`config.mk`:
```
export PLATFORM = sky130hd
export DESIGN_NAME = ones_pattern_generator_flat
export DESIGN_NICKNAME = d
export VERILOG_FILES = /design/src/rtl/ones_pattern_generator_pkg.sv /design/src/rtl/ones_pattern_generator_if.sv /design/src/rtl/ones_pattern_generator_control.sv /design/src/rtl/ones_pattern_generator.sv /design/src/flat_wrapper.sv
export SDC_FILE = /design/constraint.sdc
export NUM_CORES = 1
export LEC_CHECK = 0
export CORE_MARGIN = 2
export CORE_UTILIZATION = 52
export CTS_CLUSTER_DIAMETER = 150
export DETAILED_ROUTE_END_ITERATION = 8
export HOLD_SLACK_MARGIN = 0.1
export MAX_ROUTING_LAYER = met4
export PLACE_DENSITY = 0.92
export SLEW_MARGIN = 15
export SYNTH_ARGS = -nofsm -noshare
export SYNTH_HDL_FRONTEND = slang
export SYNTH_SLANG_ARGS = --single-unit
```
`constraint.sdc`:
```
create_clock -name clk -period 2.3 [get_ports clk]
set_input_delay 0.23 -clock clk [delete_from_list [all_inputs] [get_ports clk]]
set_output_delay 0.23 -clock clk [all_outputs]
set_load 0.02 [all_outputs]
```
`src/rtl/ones_pattern_generator_pkg.sv`:
```
// ones_gen_pkg: shared types and constants for the ones-pattern generator.
//   state_t       - FSM state encoding (S_idle=0, S_fill=1, S_done=2); fixed
//                   values so a bench can decode ps numerically.
//   DEFAULT_WIDTH - default pattern width.
package ones_gen_pkg;

    localparam int DEFAULT_WIDTH = 8;

    typedef enum logic [1:0] {
        S_idle = 2'd0,
        S_fill = 2'd1,
        S_done = 2'd2
    } state_t;

endpackage

```
`src/rtl/ones_pattern_generator_if.sv`:
```
// ones_pattern_generator_if: start/done handshake plus result bus.
//   s, count_in          - requester -> generator (start, requested ones)
//   pattern              - thermometer word, valid while done=1
//   ser_bit, ser_valid   - serial copy of each bit as it is shifted in
//   busy, done, sat      - status; sat flags a clipped count
// Modports: master = requester side, slave = generator side.
interface ones_pattern_generator_if #(
    parameter int WIDTH = ones_gen_pkg::DEFAULT_WIDTH,
    parameter int CW    = $clog2(WIDTH + 1)
);
    logic             s;
    logic [CW-1:0]    count_in;
    logic [WIDTH-1:0] pattern;
    logic             ser_bit;
    logic             ser_valid;
    logic             busy;
    logic             done;
    logic             sat;

    modport master (
        output s, count_in,
        input  pattern, ser_bit, ser_valid, busy, done, sat
    );

    modport slave (
        input  s, count_in,
        output pattern, ser_bit, ser_valid, busy, done, sat
    );
endinterface

```
`src/rtl/ones_pattern_generator_control.sv`:
```
// ones_pattern_control: three-state FSM sequencing one pattern build.
//   clk, reset   - clock, synchronous active-low reset
//   s            - start request (only honoured in S_idle)
//   last_bit     - datapath is on its final shift
//   load         - capture count / clear datapath this edge
//   shift        - shift one bit this edge (S_fill)
//   busy, done   - Moore status decoded from ps
//   ps           - registered state
module ones_pattern_control
    import ones_gen_pkg::*;
(
    input  logic   clk,
    input  logic   reset,
    input  logic   s,
    input  logic   last_bit,
    output logic   load,
    output logic   shift,
    output logic   busy,
    output logic   done,
    output state_t ps
);

    state_t w_ns;

    always_ff @(posedge clk) begin
        if (!reset) ps <= S_idle;
        else        ps <= w_ns;
    end

    always_comb begin
        w_ns  = ps;
        load  = 1'b0;
        shift = 1'b0;
        busy  = 1'b0;
        done  = 1'b0;
        unique case (ps)
            S_idle: begin
                if (s) begin
                    load = 1'b1;
                    w_ns = S_fill;
                end
            end
            S_fill: begin
                shift = 1'b1;
                busy  = 1'b1;
                if (last_bit) w_ns = S_done;
            end
            S_done: begin
                done = 1'b1;
                // A held start must not retrigger; wait for s to drop.
                if (!s) w_ns = S_idle;
            end
            default: w_ns = S_idle;
        endcase
    end

endmodule

```
`src/rtl/ones_pattern_generator.sv`:
```
// ones_pattern_generator: serially builds a WIDTH-bit thermometer word with
// min(count_in, WIDTH) ones in the LSBs, one bit per clock, and streams each
// bit on ser_bit.
//   clk, reset - clock, synchronous active-low reset
//   bus        - slave side of ones_pattern_generator_if (s, count_in in;
//                pattern, ser_bit, ser_valid, busy, done, sat out)
module ones_pattern_generator
    import ones_gen_pkg::*;
#(
    parameter int WIDTH = DEFAULT_WIDTH,
    parameter int CW    = $clog2(WIDTH + 1)
) (
    input  logic                      clk,
    input  logic                      reset,
    ones_pattern_generator_if.slave   bus
);

    localparam logic [CW-1:0] W_CNT  = CW'(WIDTH);
    localparam logic [CW-1:0] W_LAST = CW'(WIDTH - 1);

    logic [WIDTH-1:0] r_pattern;
    logic [CW-1:0]    r_ones_left;
    logic [CW-1:0]    r_bit_cnt;
    logic             r_sat;

    logic   w_load;
    logic   w_shift;
    logic   w_last_bit;
    logic   w_busy;
    logic   w_done;
    logic   w_ser_bit;
    logic   w_over;
    state_t w_ps;

    assign w_last_bit = (r_bit_cnt == W_LAST);
    assign w_over     = (bus.count_in > W_CNT);
    // Registered-only decode: no path from s/count_in to ser_bit.
    assign w_ser_bit  = w_shift && (r_ones_left != '0);

    ones_pattern_control u_ctrl (
        .clk      (clk),
        .reset    (reset),
        .s        (bus.s),
        .last_bit (w_last_bit),
        .load     (w_load),
        .shift    (w_shift),
        .busy     (w_busy),
        .done     (w_done),
        .ps       (w_ps)
    );

    always_ff @(posedge clk) begin
        if (!reset) begin
            r_pattern   <= '0;
            r_ones_left <= '0;
            r_bit_cnt   <= '0;
            r_sat       <= 1'b0;
        end else if (w_load) begin
            r_pattern   <= '0;
            r_ones_left <= w_over ? W_CNT : bus.count_in;
            r_bit_cnt   <= '0;
            r_sat       <= w_over;
        end else if (w_shift) begin
            // New bit enters at the MSB; after WIDTH shifts the first
            // generated bits sit in the LSBs.
            r_pattern <= {w_ser_bit, r_pattern[WIDTH-1:1]};
            if (r_ones_left != '0) r_ones_left <= r_ones_left - 1'b1;
            r_bit_cnt <= r_bit_cnt + 1'b1;
        end
    end

    assign bus.pattern   = r_pattern;
    assign bus.ser_bit   = w_ser_bit;
    assign bus.ser_valid = w_shift;
    assign bus.busy      = w_busy;
    assign bus.done      = w_done;
    assign bus.sat       = r_sat;

endmodule

```
`src/flat_wrapper.sv`:
```
// flat-port wrapper written by rule: the top's interface ports become plain ports
module ones_pattern_generator_flat import ones_gen_pkg::*;
#(
    parameter int WIDTH = DEFAULT_WIDTH,
    parameter int CW    = $clog2(WIDTH + 1)
)
  (clk, reset, bus_s, bus_count_in, bus_pattern, bus_ser_bit, bus_ser_valid, bus_busy, bus_done, bus_sat);
  ones_pattern_generator_if #(.WIDTH(WIDTH), .CW(CW)) bus_i ();
  input  logic clk;
  input  logic reset;
  input wire logic [$bits(bus_i.s)-1:0] bus_s;
  input wire logic [$bits(bus_i.count_in)-1:0] bus_count_in;
  output wire logic [$bits(bus_i.pattern)-1:0] bus_pattern;
  output wire logic [$bits(bus_i.ser_bit)-1:0] bus_ser_bit;
  output wire logic [$bits(bus_i.ser_valid)-1:0] bus_ser_valid;
  output wire logic [$bits(bus_i.busy)-1:0] bus_busy;
  output wire logic [$bits(bus_i.done)-1:0] bus_done;
  output wire logic [$bits(bus_i.sat)-1:0] bus_sat;
  assign bus_i.s = bus_s;
  assign bus_i.count_in = bus_count_in;
  assign bus_pattern = bus_i.pattern;
  assign bus_ser_bit = bus_i.ser_bit;
  assign bus_ser_valid = bus_i.ser_valid;
  assign bus_busy = bus_i.busy;
  assign bus_done = bus_i.done;
  assign bus_sat = bus_i.sat;
  ones_pattern_generator #(.WIDTH(WIDTH), .CW(CW)) u_core (.clk(clk), .reset(reset), .bus(bus_i));
endmodule
```
[Yosys cells after proc, flatten, opt, wreduce, memory -nomap -nowiden]
Cells that the tools add are included.
Word-level totals
  flip-flop bits (word level): 19
  latch bits: 0
  RAM bits: 0
  ROM bits: 0
  input port bits: 7
  output and inout port bits: 13
  logic and storage cells: 35
  memories: 0
Cells by class
  add/sub/neg operators: 2
  $mul: 0
  div/mod/pow operators: 0
  order comparisons: 1
  eq/ne operators: 6
  shift-type cells: 0
  muxes and demuxes: 12
  bitwise gates (word level): 1
  reductions and logical operators: 8
Operator list (count)
  4-bit 2-to-1 mux: 4
  2-bit 2-to-1 mux: 3
  2-bit != test (second input constant): 3
  2-bit one-hot mux with 3 select lines: 1
  4-bit by 1-bit adder with 4-bit output (second input constant): 1
  4-bit by 3-bit equality test with 1-bit output (second input constant): 1
  4-bit > comparator (second input constant): 1
  1-bit 2-to-1 mux: 4
  2-bit nonzero test: 2
  4-bit nonzero test: 1
  4-bit by 1-bit subtractor with 4-bit output (second input constant): 1
  3-bit AND reduction: 1
  2-bit by 1-bit equality test with 1-bit output (second input constant): 1
  2-bit equality test (second input constant): 1
  2-bit zero test: 1
  2-bit AND reduction: 1
  2-bit OR reduction: 1
  1-bit logical AND: 1
  1-bit NOT: 1

[Logic depth before layout (Yosys ltp)]
Gate-level depths: netlist of the first run.
  depth after elaboration: 4
  mapped depth: 6
  depth with buffers taken out: 5

[Modules after synthesis]
From an unflattened synthesis of the first run, not the netlist that was laid out.
Second synthesis, totals
  cell total of the unflattened synthesis: 91
  area, all modules: 879.6 um2
By module, submodules not included
  ones_pattern_generator: instances 1, cells each 78, area each 763.2 um2, sequential area each 340.3 um2
  ones_pattern_control: instances 1, cells each 13, area each 116.4 um2, sequential area each 40.0 um2

[Least setup slack after synthesis of the first run]
OpenSTA, ideal clock, no wires.
  path kind: register -> register
  from: register u_core.r_ones_left[0]
  to: register u_core.r_ones_left[0]
  library setup time: 0.091 ns
  arrival: 1.252 ns
  data required time: 2.209 ns
  path slack: 0.957 ns
  stages on the path, launching flop included: 6
  path buffers: 0
  period minus slack after synthesis: 1.343 ns
  path through: dfxtp_1 > inv_1 > ha_1 > nor3b_1 > or3_1 > a311oi_1
On the way
  word-level cells in the longest chain between the ends: 4
  elaborated cells between the ends (all ways): 7
  those cells by class: 1 x add/sub; 3 x mux; 3 x reduce/logical
Ends and longest elaborated chain
  from (decl): RTL line ones_pattern_generator.sv:22  | logic [CW-1:0] r_ones_left;
  from (signal assigned): RTL line ones_pattern_generator.sv:60  | r_ones_left <= w_over ? W_CNT : bus.count_in;
  from (signal assigned): RTL line ones_pattern_generator.sv:67  | if (r_ones_left != '0) r_ones_left <= r_ones_left - 1'b1;
  4-bit by 1-bit subtractor with 4-bit output: RTL line ones_pattern_generator.sv:67
  4-bit 2-to-1 mux: RTL line ones_pattern_generator.sv:67
  4-bit 2-to-1 mux: RTL line ones_pattern_generator.sv:63  | end else if (w_shift) begin
  4-bit 2-to-1 mux: RTL line ones_pattern_generator.sv:58  | end else if (w_load) begin
Parallel ways exist; a longest one is shown, timed or not. The select of a mux whose other input is x is not followed.
A chain may end at the register's enable or synchronous reset.

[Worst setup path after layout of the first run]
  from: register u_core.u_ctrl.ps[0]
  to: output port bus_ser_bit
On the way
  word-level cells in the longest chain between the ends: 3
Ends and longest elaborated chain
  from (decl): RTL line ones_pattern_generator_control.sv:20  | output state_t ps
  from (signal assigned): RTL line ones_pattern_generator_control.sv:26  | if (!reset) ps <= S_idle;
  from (signal assigned): RTL line ones_pattern_generator_control.sv:27  | else ps <= w_ns;
  2-bit by 1-bit equality test with 1-bit output: RTL line ones_pattern_generator_control.sv:36  | unique case (ps)
  1-bit 2-to-1 mux: RTL line ones_pattern_generator_control.sv:36
  1-bit logical AND: RTL line ones_pattern_generator.sv:38  | assign w_ser_bit = w_shift && (r_ones_left != '0);
  to (decl): RTL line flat_wrapper.sv:14  | output wire logic [$bits(bus_i.ser_bit)-1:0] bus_ser_bit;
Every way passes these cells.

==> results of run 1 <==
metrics by stage:
step | instances | worst slack, ps | cell area, um2 | power [uW]
floorplan | 105 | 957 | 915 | 467
global placement | 137 | 503 | 1100 | 504
detailed placement | 137 | 470 | 1100 | 509
CTS | 141 | 114 | 1120 | 678
global route | 141 | 5.16 | 1120 | 704
finish | 141 | 109 | 1120 | 678
power by group:
part           internal [uW]  switching [uW]
clock network           65.0             110
logic                   68.9            71.6
registers                344            18.2
cells in the mapped netlist (2+ instances only):
| master | n | share of area |
|---|---|---|
| a21oi_1 | 13 | 0.071 |
| and2_1 | 3 | 0.021 |
| and3_1 | 2 | 0.014 |
| buf_2 | 2 | 0.011 |
| buf_4 | 2 | 0.016 |
| dfxtp_1 | 19 | 0.42 |
| ha_1 | 2 | 0.027 |
| inv_1 | 6 | 0.025 |
| nand2_1 | 19 | 0.078 |
| nand2b_1 | 2 | 0.014 |
| nand3b_1 | 2 | 0.016 |
| nor2_1 | 3 | 0.012 |
| nor3b_1 | 2 | 0.016 |
| o211ai_1 | 2 | 0.016 |
| o21ai_0 | 3 | 0.016 |
| o31ai_1 | 2 | 0.016 |
| or3_1 | 2 | 0.014 |
| xnor2_1 | 2 | 0.019 |
flip-flops by register name, summed over array words and instances, names as in the netlist:
signal              cells
u_core.bus.pattern      8
u_core.bus.sat          1
u_core.r_bit_cnt        4
u_core.r_ones_left      4
u_core.u_ctrl.ps        2
layer usage:
metal | GRT usage | vias to the layer above
met5 | - | -
met4 | 0.0743 | 0
met3 | 0.0397 | 9
met2 | 0.356 | 22
met1 | 0.237 | 378
li1 | - | 407
worst paths after layout:
path	from	endpoint	slack [ps]
worst min register to register	u_core.bus.pattern[0]	u_core.bus.pattern[0]	460
worst max register to register	u_core.r_ones_left[0]	u_core.r_ones_left[0]	790
worst max-delay path	u_core.u_ctrl.ps[0]	bus_ser_bit	110
worst min-delay path	u_core.bus.pattern[0]	u_core.bus.pattern[0]	460
cell usage in the layout, fill, tap and decap left out, types with 2 or more instances in the layout:
| master | count |
|---|---|
| nand2_1 | 19 |
| clkdlybuf4s50_1 | 19 |
| dfxtp_1 | 19 |
| a21oi_1 | 13 |
| inv_1 | 6 |
| o21ai_0 | 3 |
| and2_1 | 3 |
| nor2_1 | 3 |
| clkbuf_4 | 3 |
| nand2b_1 | 2 |
| nand3b_1 | 2 |
| xnor2_1 | 2 |
| nor3b_1 | 2 |
| o31ai_1 | 2 |
| or3_1 | 2 |
| o211ai_1 | 2 |
| and3_1 | 2 |
| ha_1 | 2 |
cell families (layout without fill, tap and decap cells):
logic type | count (synthesis) | count (layout) | synth area share
and+or+nand+nor | 43 | 43 | 0.269
adders and majority gates | 2 | 2 | 0.0274
muxes | 1 | 1 | 0.0109
AOI/OAI and AO/OA | 26 | 26 | 0.183
DFF | 19 | 19 | 0.416
xor gates and xnor gates | 3 | 3 | 0.0287
buffers and inverters | 11 | 30 | 0.0643
area by class of cell:
class                      instances  area (um2)
timing repair buffer              20         198
tap                               17        21.3
sequential                        19         380
clock inverter                     1        5.00
clock buffer                       3        22.5
fill                             141         564
multi-input combinational         75         475
inverter                           6        22.5
critical path, stage by stage, from the launching register on:
cell             delay (ps)
dfxtp_1                 560
nand2b_4                170
inv_1                   110
o21ai_0                 130
inv_1                    80
clkdlybuf4s50_1         590
==> impl_metrics.json, run 1 <==
{
  "grt_antenna_before_repair": 0,
  "dr.max_layer_used": "met4",
  "startpoint_type": "flop",
  "drtPass1Iterations": 4,
  "final-setup-viol-count": 0,
  "grt_use_total": 0.208,
  "portBuffers": 19,
  "p_per_area_nw_per_um2": 603,
  "routed_wl_mm": 1.87,
  "leakagePower_uw": 0.000409,
  "outcome": "completed",
  "synth-edff-count": 0,
  "netlist_instances": 105,
  "drc": 0,
  "cts_made_buffers": 3,
  "htreeDepth": 1,
  "rsz0062_at_grt": "false",
  "dp_hpwl_mm": 1.40,
  "worstSkewPairLatency_ps": 300,
  "grt_pass1_vias": 739,
  "maxCapViolCount": 0,
  "gp_congestion": 0.914,
  "first_iter_violations": 23,
  "yosys_register_bits": 19,
  "final_antenna_net_count": 0,
  "nets": 134,
  "finClkSkew_ps": 2.97,
  "dr_wl_met2_um": 946,
  "drive_gt1_frac": 0.0887,
  "max_freq_mhz": 457,
  "min_path_cells": 2,
  "whs_ps": 460,
  "die_y_um": 45.9,
  "start_util": 0.541,
  "drt-met1-wl_um": 811,
  "cts_sinks": 19,
  "coreArea_um2": 1690,
  "slew_viol_final": 0,
  "end_kind": "output pin",
  "period_minus_slack_ps": 2190,
  "syn_to_final_growth_pct": 23.0,
  "hold_path.class": "flop to flop",
  "clockRootBuffer": "clkbuf_4",
  "worstPathMaxFanout": 15,
  "wire_per_inst_um": 13.2,
  "cts_resized": 0,
  "ctsHoldBuffers": 0,
  "fin_crit_sh": 0.952,
  "ys_warn_count": 0,
  "setup_tns_ps": 0,
  "slew_headroom": 0.727,
  "clk_path_buf_depth": 2,
  "via_per_inst": 5.79,
  "tightest_slew_ps": 409,
  "path_class": "flop to output pin",
  "met3WireLength_um": 70,
  "die_x_um": 45.9,
  "overflow": 0,
  "ff2ff_path_depth": 5,
  "synth-main-ff-cell": "dfxtp_1",
  "fin_util": 0.666,
  "seq_area_frac_synth": 0.416,
  "avgSynthCellArea_um2": 8.71,
  "dieArea_um2": 2110,
  "worstPathRequired_ps": 2070,
  "hold_viol": 0,
  "cts_setup_buffers": 0,
  "path_clk_slew_ps": 110,
  "grt_pass1_wl_mm": 3.03,
  "vias": 816,
  "synth-async-reset-ratio": 0,
  "syn_nets": 114,
  "io_pins": 20,
  "rows": 15,
  "netlist_area_um2": 915,
  "arrival_ps": 1960,
  "synth.distinct_cells": 35,
  "grt_max_degree": 16,
  "vdd_drop_max_mv": 0.396,
  "cts_tree": "yes",
  "n_antenna_cell": 0
}
No activity file was read; power rests on OpenSTA's default activity.
==> run 2: changes to the inputs <==
CORE_UTILIZATION = 48   (was 52)
PLACE_DENSITY = 0.86   (was 0.92)
clock period = 2.1 ns   (was 2.3 ns; I/O delays follow)
==> run 2 against run 1 <==
  * First-iteration DRC count shrank 48%
  * Clock-buffer cell count is the same
  * Global-route usage shrank 0.70 points
  * Critical path depth shrank 1
  * Largest cell class unchanged
  * Largest power group unchanged
==> impl_metrics.json, run 2 (synthesis results as in run 1) <==
{
  "grt_use_total": 0.200,
  "drc": 0,
  "start_util": 0.518,
  "layout_common_cells": "19 x nand2_1, 18 x clkdlybuf4s50_1, 18 x dfxtp_1, 13 x a21oi_1, 6 x inv_1",
  "ctsHoldBuffers": 0,
  "overflow": 0,
  "vias": 809,
  "outcome": "completed",
  "fin_crit_sh": 0.928,
  "tightest_slew_ps": 406,
  "cts_tree": "yes",
  "grt_max_degree": 15,
  "p_per_area_nw_per_um2": 644,
  "grt_pass1_wl_mm": 3.08,
  "leakagePower_uw": 0.000439,
  "slew_viol_final": 0,
  "slew_headroom": 0.729,
  "die_y_um": 47.7,
  "design_area_um2": 1160,
  "cts_sinks": 19,
  "vdd_drop_max_mv": 0.410,
  "worstPathRequired_ps": 1890,
  "setup_tns_ps": 0,
  "drive_gt1_frac": 0.118,
  "n_antenna_cell": 0,
  "first_iter_violations": 12,
  "cpLargestDelayFamily": "buffers and inverters",
  "critPathMaxStageDelay_ps": 610,
  "multi_input_area_um2": 475,
  "worstSkewPairLatency_ps": 300,
  "gp_congestion": 0.840,
  "finClkSkew_ps": 5.11,
  "path_buf_inv": 3,
  "hold_path.class": "flop to flop",
  "dieArea_um2": 2270,
  "critPathSlowestCell": "clkdlybuf4s50_1",
  "htreeDepth": 1,
  "hold_viol": 0,
  "startpoint_type": "flop",
  "rsz0062_at_grt": "false",
  "path_clk_slew_ps": 110,
  "largest_reg_flops": 8,
  "routed_wl_mm": 1.98,
  "path_class": "flop to output pin",
  "arrival_ps": 1740,
  "die_x_um": 47.7,
  "dp_hpwl_mm": 1.44,
  "regArea_um2": 382,
  "min-delay-start": "u_core.bus.pattern[0]",
  "grt_pass1_vias": 742,
  "grt_antenna_before_repair": 0,
  "max_freq_mhz": 513,
  "maxCapViolCount": 0,
  "crit_start": "u_core.u_ctrl.ps[1]",
  "fill_cells": 169,
  "reg2reg_from": "u_core.r_ones_left[0]",
  "placed_cell_area_um2": 1130,
  "clk_path_buf_depth": 2,
  "coreArea_um2": 1760,
  "io_pins": 20,
  "mostFrequentLayoutCell": "nand2_1",
  "final-setup-viol-count": 0,
  "syn_to_final_growth_pct": 26.9,
  "portBuffers": 19,
  "clockRootBuffer": "clkbuf_4",
  "period_minus_slack_ps": 1950,
  "end_kind": "output pin",
  "final_antenna_net_count": 0,
  "wire_per_inst_um": 13.0,
  "via_per_inst": 5.32,
  "nets": 137,
  "cts_made_buffers": 3,
  "rows": 15,
  "drtPass1Iterations": 4,
  "worstPathMaxFanout": 8,
  "worstPathCellList": "nand2b_4 -> inv_1 -> buf_4 -> clkdlybuf4s50_1"
}
==> run 2: worst min-delay path, stage by stage (launching register included) <==
cell     delay [ps]
dfxtp_1         320
nand2_1          50
a21oi_1          50
==> run 2: routing by layer <==
layer	part of all wire	vias to the layer above	GRT usage	wire [um]
li1	-	411	-	-
met1	0.46	377	0.243	905
met2	0.50	17	0.330	986
met3	0.032	4	0.0340	64
met4	0.014	0	0.0811	27
met5	0	-	-	0
==> run 2: per-stage QoR <==
step / util / power, uW / hold slack (ps) / cells / setup slack [ps]
final: 0.658 / 748 / 460 / 152 / 150
after detailed placement: 0.640 / 566 / 448 / 148 / 326
after CTS: 0.656 / 753 / 465 / 152 / 30.9
after global placement: 0.640 / 564 / 446 / 148 / 381
after floorplan: - / 511 / 332 / 105 / 757
after global routing: 0.658 / 791 / 486 / 152 / 66.9
==> run 2: path summary, 6_finish.rpt <==
kind                            to  cells past startpoint  slack [ps]
max                  bus_ser_valid                      4         150
min          u_core.bus.pattern[0]                      2         460
max reg2reg  u_core.r_ones_left[0]                      5         540
min reg2reg  u_core.bus.pattern[0]                      2         460
==> run 2: repair_timing <==
action,in CTS,in global routing
endpoints found under the hold margin,0,0
setup endpoints to repair,0,3
resized for setup,0,2
buffers inserted,0,0
==> run 2: layout make-up <==
cell class | instances | area share
multi-input cells | 75 | 0.409
inverters | 6 | 0.0194
well taps | 25 | 0.0269
flip-flops and latches | 19 | 0.329
clock inverters | 1 | 0.00431
clock buffers | 3 | 0.0194
repair buffers | 23 | 0.192
==> run 2: power by group <==
part	internal (uW)	leakage [uW]	switching, uW
Sequential	377	0.000155	20.1
Clock	71.1	0.0000177	117
Combinational	81.9	0.000266	80.0
